## src/rtl/dphy_tx_pkg.sv

```systemverilog
// -----------------------------------------------------------------------------
// dphy_tx_pkg
//   Shared definitions for the D-PHY transmit sequencers. It holds the lane
//   state encoding, the HS sync byte, the LP line-level pairs and small
//   parameter helpers.
//
//   The states are plain localparam codes rather than an enum. This keeps
//   the encoding fixed for older code that compares raw state values.
//
//   LP level constants are packed as {Dp, Dn}.
// -----------------------------------------------------------------------------
package dphy_tx_pkg;

    typedef logic [2:0] tx_state_t;

    localparam tx_state_t ST_STOP  = 3'd0;
    localparam tx_state_t ST_LPX   = 3'd1;
    localparam tx_state_t ST_PREP  = 3'd2;
    localparam tx_state_t ST_ZERO  = 3'd3;
    localparam tx_state_t ST_SYNC  = 3'd4;
    localparam tx_state_t ST_DATA  = 3'd5;
    localparam tx_state_t ST_TRAIL = 3'd6;
    localparam tx_state_t ST_EXIT  = 3'd7;

    localparam logic [7:0] SYNC_BYTE = 8'hB8;

    localparam logic [1:0] LP11 = 2'b11;
    localparam logic [1:0] LP01 = 2'b01;
    localparam logic [1:0] LP00 = 2'b00;

    // A phase length of 0 is treated as 1. Every timed phase therefore
    // occupies at least one byte clock.
    function automatic int clamp_min1(input int v);
        return (v < 1) ? 1 : v;
    endfunction

    function automatic int max2(input int a, input int b);
        return (a > b) ? a : b;
    endfunction

endpackage

```

## src/rtl/hs_tx_sequencer_phase_timer.sv

```systemverilog
// -----------------------------------------------------------------------------
// phase_timer
//   A loadable down-counter that times one protocol phase. It is shared by
//   the data-lane sequencer and the future clock-lane sequencer.
//
//   Ports:
//     clk        in   clock
//     rst_n      in   asynchronous active-low reset; clears the count
//     load       in   load load_value this cycle (the first cycle of a phase)
//     load_value in   W  phase length in cycles (a value of 1 or more)
//     done       out  the current cycle is the last cycle of the phase
//
//   Timing: load_value is loaded on the edge that enters the phase. The
//   phase then lasts load_value cycles. done is high during the last one.
// -----------------------------------------------------------------------------
module phase_timer #(
    parameter int W = 4
) (
    input  logic         clk,
    input  logic         rst_n,
    input  logic         load,
    input  logic [W-1:0] load_value,
    output logic         done
);

    logic [W-1:0] count_reg;

    always_ff @(posedge clk or negedge rst_n) begin
        if (!rst_n) begin
            count_reg <= '0;
        end else if (load) begin
            count_reg <= load_value;
        end else if (count_reg > W'(1)) begin
            count_reg <= count_reg - W'(1);
        end
    end

    // A count of 0 only appears after reset. It is treated as expired so
    // that the counter can never wrap around.
    assign done = (count_reg <= W'(1));

endmodule

```

## src/rtl/hs_tx_sequencer.sv

```systemverilog
// -----------------------------------------------------------------------------
// hs_tx_sequencer
//   Byte-clock controller for the HS transmit burst of one D-PHY data lane.
//   It drives the LP line levels and walks the burst sequence:
//     LP-11 -> LP-01 -> LP-00 -> HS-zero -> sync -> payload -> trail -> LP-11
//   It also feeds the lane serializer and gates the HS DDR stage.
//
//   Ports:
//     TX_byte_clk   in   byte clock
//     TX_rst_n      in   asynchronous active-low reset
//     TxRequestHS   in   burst request; held high for the whole payload
//     TxDataHS      in   8  payload byte (LSB is transmitted first)
//     TxReadyHS     out  byte accepted at this edge if TxRequestHS is high
//     Stopstate     out  lane idle in LP-11 STOP
//     HS_Enable     out  enable for the HS serializer and DDR driver
//     HS_byte       out  8  registered byte to the serializer
//     LP_Dp, LP_Dn  out  LP driver levels
//     HS_burst_cnt  out  16 bursts completed; present only with
//                        TX_BURST_CNT_EN defined
//
//   Optional feature macro: TX_BURST_CNT_EN
//     Adds HS_burst_cnt. The counter counts DATA->TRAIL transitions and
//     wraps at 16 bits.
//
//   All outputs are either registers or decodes of the registered state.
//   No path runs combinationally from an input to an output.
// -----------------------------------------------------------------------------
module hs_tx_sequencer
    import dphy_tx_pkg::*;
#(
    parameter int T_LPX        = 2,
    parameter int T_HS_PREPARE = 3,
    parameter int T_HS_ZERO    = 6,
    parameter int T_HS_TRAIL   = 4,
    parameter int T_HS_EXIT    = 5
) (
    input  logic       TX_byte_clk,
    input  logic       TX_rst_n,
    input  logic       TxRequestHS,
    input  logic [7:0] TxDataHS,
    output logic       TxReadyHS,
    output logic       Stopstate,
    output logic       HS_Enable,
    output logic [7:0] HS_byte,
    output logic       LP_Dp,
    output logic       LP_Dn
`ifdef TX_BURST_CNT_EN
    ,
    output logic [15:0] HS_burst_cnt
`endif
);

    localparam int LPX_C   = clamp_min1(T_LPX);
    localparam int PREP_C  = clamp_min1(T_HS_PREPARE);
    localparam int ZERO_C  = clamp_min1(T_HS_ZERO);
    localparam int TRAIL_C = clamp_min1(T_HS_TRAIL);
    localparam int EXIT_C  = clamp_min1(T_HS_EXIT);
    localparam int MAX_T   = max2(max2(max2(LPX_C, PREP_C), max2(ZERO_C, TRAIL_C)), EXIT_C);
    localparam int TMR_W   = $clog2(MAX_T) + 1;

    tx_state_t      state_reg;
    tx_state_t      state_next;
    logic [7:0]     hs_byte_reg;
    logic [7:0]     hs_byte_next;
    logic [7:0]     trail_byte;
    logic           timer_load;
    logic [TMR_W-1:0] timer_value;
    logic           timer_done;
    logic [1:0]     lp_lvl;

    // -------------------------------------------------------------------------
    // Phase timer. It is reloaded on every state change, so each timed state
    // starts from its full length.
    // -------------------------------------------------------------------------
    phase_timer #(
        .W (TMR_W)
    ) u_phase_timer (
        .clk        (TX_byte_clk),
        .rst_n      (TX_rst_n),
        .load       (timer_load),
        .load_value (timer_value),
        .done       (timer_done)
    );

    // The trail repeats the inverse of the last bit on the wire. Bytes go out
    // LSB first, so that bit is bit 7 of the byte currently in the register.
    genvar gi;
    generate
        for (gi = 0; gi < 8; gi++) begin : g_trail
            assign trail_byte[gi] = ~hs_byte_reg[7];
        end
    endgenerate

    // -------------------------------------------------------------------------
    // Next-state and next-byte logic
    // -------------------------------------------------------------------------
    always_comb begin
        state_next   = state_reg;
        hs_byte_next = hs_byte_reg;

        case (state_reg)
            ST_STOP:  if (TxRequestHS) state_next = ST_LPX;
            ST_LPX:   if (timer_done)  state_next = ST_PREP;
            ST_PREP:  if (timer_done)  state_next = ST_ZERO;
            ST_ZERO:  if (timer_done)  state_next = ST_SYNC;
            ST_SYNC:                   state_next = ST_DATA;
            ST_DATA: begin
                if (TxRequestHS) begin
                    hs_byte_next = TxDataHS;
                end else begin
                    state_next = ST_TRAIL;
                end
            end
            ST_TRAIL: if (timer_done)  state_next = ST_EXIT;
            ST_EXIT:  if (timer_done)  state_next = ST_STOP;
            default:                   state_next = ST_STOP;
        endcase

        // The byte loaded on entry to a state. The register is left alone on
        // entry to DATA. The first DATA cycle therefore still carries the sync
        // byte, and that is the "last byte" of a burst with no payload.
        if (state_next != state_reg) begin
            case (state_next)
                ST_SYNC:  hs_byte_next = SYNC_BYTE;
                ST_TRAIL: hs_byte_next = trail_byte;
                ST_DATA:  hs_byte_next = hs_byte_reg;
                default:  hs_byte_next = 8'h00;
            endcase
        end
    end

    always_comb begin
        timer_load = (state_next != state_reg);
        case (state_next)
            ST_LPX:   timer_value = TMR_W'(LPX_C);
            ST_PREP:  timer_value = TMR_W'(PREP_C);
            ST_ZERO:  timer_value = TMR_W'(ZERO_C);
            ST_TRAIL: timer_value = TMR_W'(TRAIL_C);
            ST_EXIT:  timer_value = TMR_W'(EXIT_C);
            default:  timer_value = TMR_W'(1);
        endcase
    end

    always_ff @(posedge TX_byte_clk or negedge TX_rst_n) begin
        if (!TX_rst_n) begin
            state_reg   <= ST_STOP;
            hs_byte_reg <= 8'h00;
        end else begin
            state_reg   <= state_next;
            hs_byte_reg <= hs_byte_next;
        end
    end

    // -------------------------------------------------------------------------
    // Output decode from the registered state
    // -------------------------------------------------------------------------
    always_comb begin
        lp_lvl = LP00;
        case (state_reg)
            ST_STOP, ST_EXIT: lp_lvl = LP11;
            ST_LPX:           lp_lvl = LP01;
            default:          lp_lvl = LP00;
        endcase
    end

    assign LP_Dp     = lp_lvl[1];
    assign LP_Dn     = lp_lvl[0];
    assign Stopstate = (state_reg == ST_STOP);
    assign TxReadyHS = (state_reg == ST_DATA);
    assign HS_Enable = (state_reg == ST_ZERO) || (state_reg == ST_SYNC) ||
                       (state_reg == ST_DATA) || (state_reg == ST_TRAIL);
    assign HS_byte   = hs_byte_reg;

`ifdef TX_BURST_CNT_EN
    logic [15:0] burst_cnt_reg;

    always_ff @(posedge TX_byte_clk or negedge TX_rst_n) begin
        if (!TX_rst_n) begin
            burst_cnt_reg <= 16'h0000;
        end else if ((state_reg == ST_DATA) && !TxRequestHS) begin
            burst_cnt_reg <= burst_cnt_reg + 16'd1;
        end
    end

    assign HS_burst_cnt = burst_cnt_reg;
`endif

endmodule

```

## config.mk

```make
export PLATFORM = sky130hd
export DESIGN_NAME = hs_tx_sequencer
export DESIGN_NICKNAME = d
export VERILOG_FILES = /design/src/rtl/dphy_tx_pkg.sv /design/src/rtl/hs_tx_sequencer_phase_timer.sv /design/src/rtl/hs_tx_sequencer.sv
export SDC_FILE = /design/constraint.sdc
export NUM_CORES = 1
export LEC_CHECK = 0
export ABC_CLOCK_PERIOD_IN_PS = 2450
export BUFFER_PORTS_ARGS = -buffer_cell sky130_fd_sc_hd__buf_4
export CAP_MARGIN = 25
export CORE_MARGIN = 4
export CORE_UTILIZATION = 51
export DETAILED_ROUTE_END_ITERATION = 12
export GPL_ROUTABILITY_DRIVEN = 1
export GPL_TIMING_DRIVEN = 0
export PLACE_DENSITY = 0.76
export SYNTH_ARGS = -nofsm -noshare
export SYNTH_HDL_FRONTEND = slang
export SYNTH_HIERARCHICAL = 1
export SYNTH_SLANG_ARGS = --single-unit
```

## constraint.sdc

```tcl
create_clock -name TX_byte_clk -period 2.45 [get_ports TX_byte_clk]
set_input_delay 0.3675 -clock TX_byte_clk [delete_from_list [all_inputs] [get_ports TX_byte_clk]]
set_output_delay 0.3675 -clock TX_byte_clk [all_outputs]
set_load 0.1 [all_outputs]
```

==> flow_summary.toml <==
[run_status]
status = "finished clean"

[cts]
numCtsBuffers = 3
post_cts_buffers = 0
clkTransAtPathRegs_ns = 0.09
cts_tree = "yes"
cts.path.max_buffers = 2
cts_sinks = 15
clkLatencyLatePin_ns = 0.28
h-tree-depth = 1
cts.root.buffer_cell = "clkbuf_4"

[yosys]
synth_cells = 106
avgSynthCellArea_um2 = 9.57
ys.flop_type = "dfrtp_1"
synth_async_sr_flop_share = 1.00
synth_area_mm2 = 0.00101
yosysUniqueCellTypes = 43
synth_seq_area_share = 0.370
synth_edf_count = 0
ys_ff_latch = 15
syn_nets = 119
ys_warn_count = 6

[final_layout]
finalInstanceArea_mm2 = 0.00127
antenna_cells = 0
layout.nets = 148
synthToLayoutAreaGrowth_pct = 25.0
final_common_cell = "buf_4"
drive_above_1_share = 0.358
largest_reg_flops = 8
mostFrequentLayoutCells = "buf_4, dfrtp_1, nand3_1"
layout.core_utilization = 0.704

[drt]
num_vias = 859
via_per_inst = 5.40
detail_route.wl_per_cell_um = 14.1
postRouteAntennaNets = 0
drt_wl_total_um = 2230
remaining_drc_errors = 0
first_pass_iters = 5
drt_iter0_drc = 15

[worst_setup_path]
cp_max_fo = 9
endpoint_kind = "register"
crit_chain = "inv_1 > ha_1 > nor2_1 > nor2_2 > a21bo_1 > buf_2 > nand2_1 > o31a_1"
critPathRequiredTime_ns = 2.62
worst_ep_arrival_time_ns = 2.38
cpPeakStageDelay_ns = 0.43
crit_type = "reg2reg"
slowest_stage = "dfrtp_1"
start_kind = "register"

[floorplanning]
boundaryPins = 24
floorplan.initialDensity = 0.563
fp.dieH_um = 52.6
die_w_um = 52.6
fp-row-count = 15
dieArea_mm2 = 0.00277
core_mm2 = 0.00180

[worst_hold_path]
hold_class = "in2reg"

[global_routing]
grt_pass1_vias = 877
grt_pass1_wl_um = 3770
track_usage = 0.179
grt_start_max_net_pins = 16
antenna_found_initial = 0
grt-ovfl-total = 0

[place]
port_buffers = 23
gp_congestion = 0.867
dp_hpwl_um = 1720
dpl-instance-area_mm2 = 0.00123

[timing]
slew_viol_final = 0
finalHoldViolations = 0
clock.fmax_ghz = 0.451
finalHoldWorstSlack_ns = 0.330
finalCritPeriodShare = 0.904
clock_skew_ns = 0.00753
setup_viol = 0
grt_setup_unrepaired = "false"
fin_crit_ns = 2.21

[run]
cap_violations = 0
==> path summary, 6_finish.rpt <==
check / start / end / slack (ns) / cells after the start
worst max-delay path: u_phase_timer/count_reg[0] / u_phase_timer/count_reg[1] / 0.24 / 8
worst min-delay path: TxDataHS[1] / HS_byte[1] / 0.33 / 3
worst max register to register: u_phase_timer/count_reg[0] / u_phase_timer/count_reg[1] / 0.24 / 8
worst min register to register: HS_byte[3] / HS_byte[3] / 0.56 / 1
max in group asynchronous: TX_rst_n / state_reg[1] / 1.80 / 2
min in group asynchronous: TX_rst_n / u_phase_timer/count_reg[2] / 0.47 / 2
==> repair_timing <==
item,4_1_cts,5_1_grt
setup endpoints to repair,0,3
gates resized for setup,0,1
hold endpoints to repair,15,0
hold buffers,1,0
==> critical path, delay by kind of cell, from the launching register on <==
kind | cells | cell delay (ns)
AND/OR/NAND/NOR | 3 | 0.63
AO/OA/AOI/OAI | 2 | 0.54
flip-flops | 1 | 0.43
buffers and inverters | 2 | 0.27
adder cells (fa/ha/maj) | 1 | 0.24
==> cell families (layout without fill, tap and decap cells) <==
family / Yosys count / after routing / synth area share
other: 1 / 1 / 0.00370
AO/OA/AOI/OAI: 26 / 26 / 0.218
buffers and inverters: 9 / 37 / 0.0469
flip-flops: 15 / 15 / 0.370
XOR/XNOR: 4 / 4 / 0.0419
multiplexers: 2 / 2 / 0.0210
adder cells (fa/ha/maj): 3 / 3 / 0.0358
AND/OR/NAND/NOR: 46 / 46 / 0.263
==> metal layers <==
metal,share of wire,wire length (µm),global-route usage
met4,0.0054,12,0.0426
met3,0.034,77,0.0370
met1,0.44,994,0.232
met2,0.51,1150,0.302
met5,0,0,0
==> Yosys cell counts, drive strengths merged, types with 2 or more instances <==
master	number	share of area
o31ai	2	0.020
a21oi	5	0.028
ha	2	0.025
nor3	4	0.030
or2	2	0.015
buf	4	0.028
o31a	2	0.017
nand3	10	0.049
o21ai	6	0.041
inv	5	0.018
dfrtp	15	0.37
nand2	9	0.033
nand2b	3	0.018
nor2	7	0.028
nor2b	5	0.041
xnor2	4	0.042
a2bb2oi	8	0.069
and2b	2	0.017
==> final cells by class <==
class                           count  area (µm²)
Fill cell                         148         533
Clock buffer                        4        26.3
Sequential cell                    15         375
Tap cell                           25        31.3
Multi-Input combinational cell     82         606
Timing Repair Buffer               24         183
Buffer                              4        28.8
Inverter                            5        18.8
==> per-stage QoR <==
stage / TNS [ns] / worst slack (ns) / cells
2_1_floorplan: -0.257 / -0.161 / 106
3_3_place_gp: 0 / 0.204 / 154
3_5_place_dp: 0 / 0.0980 / 154
4_1_cts: 0 / 0.0612 / 159
5_1_grt: 0 / 0.112 / 159
6_report: 0 / 0.235 / 159
Power is not shown: default switching activity piles up to over one toggle a cycle in this logic, so the estimate is an artifact.
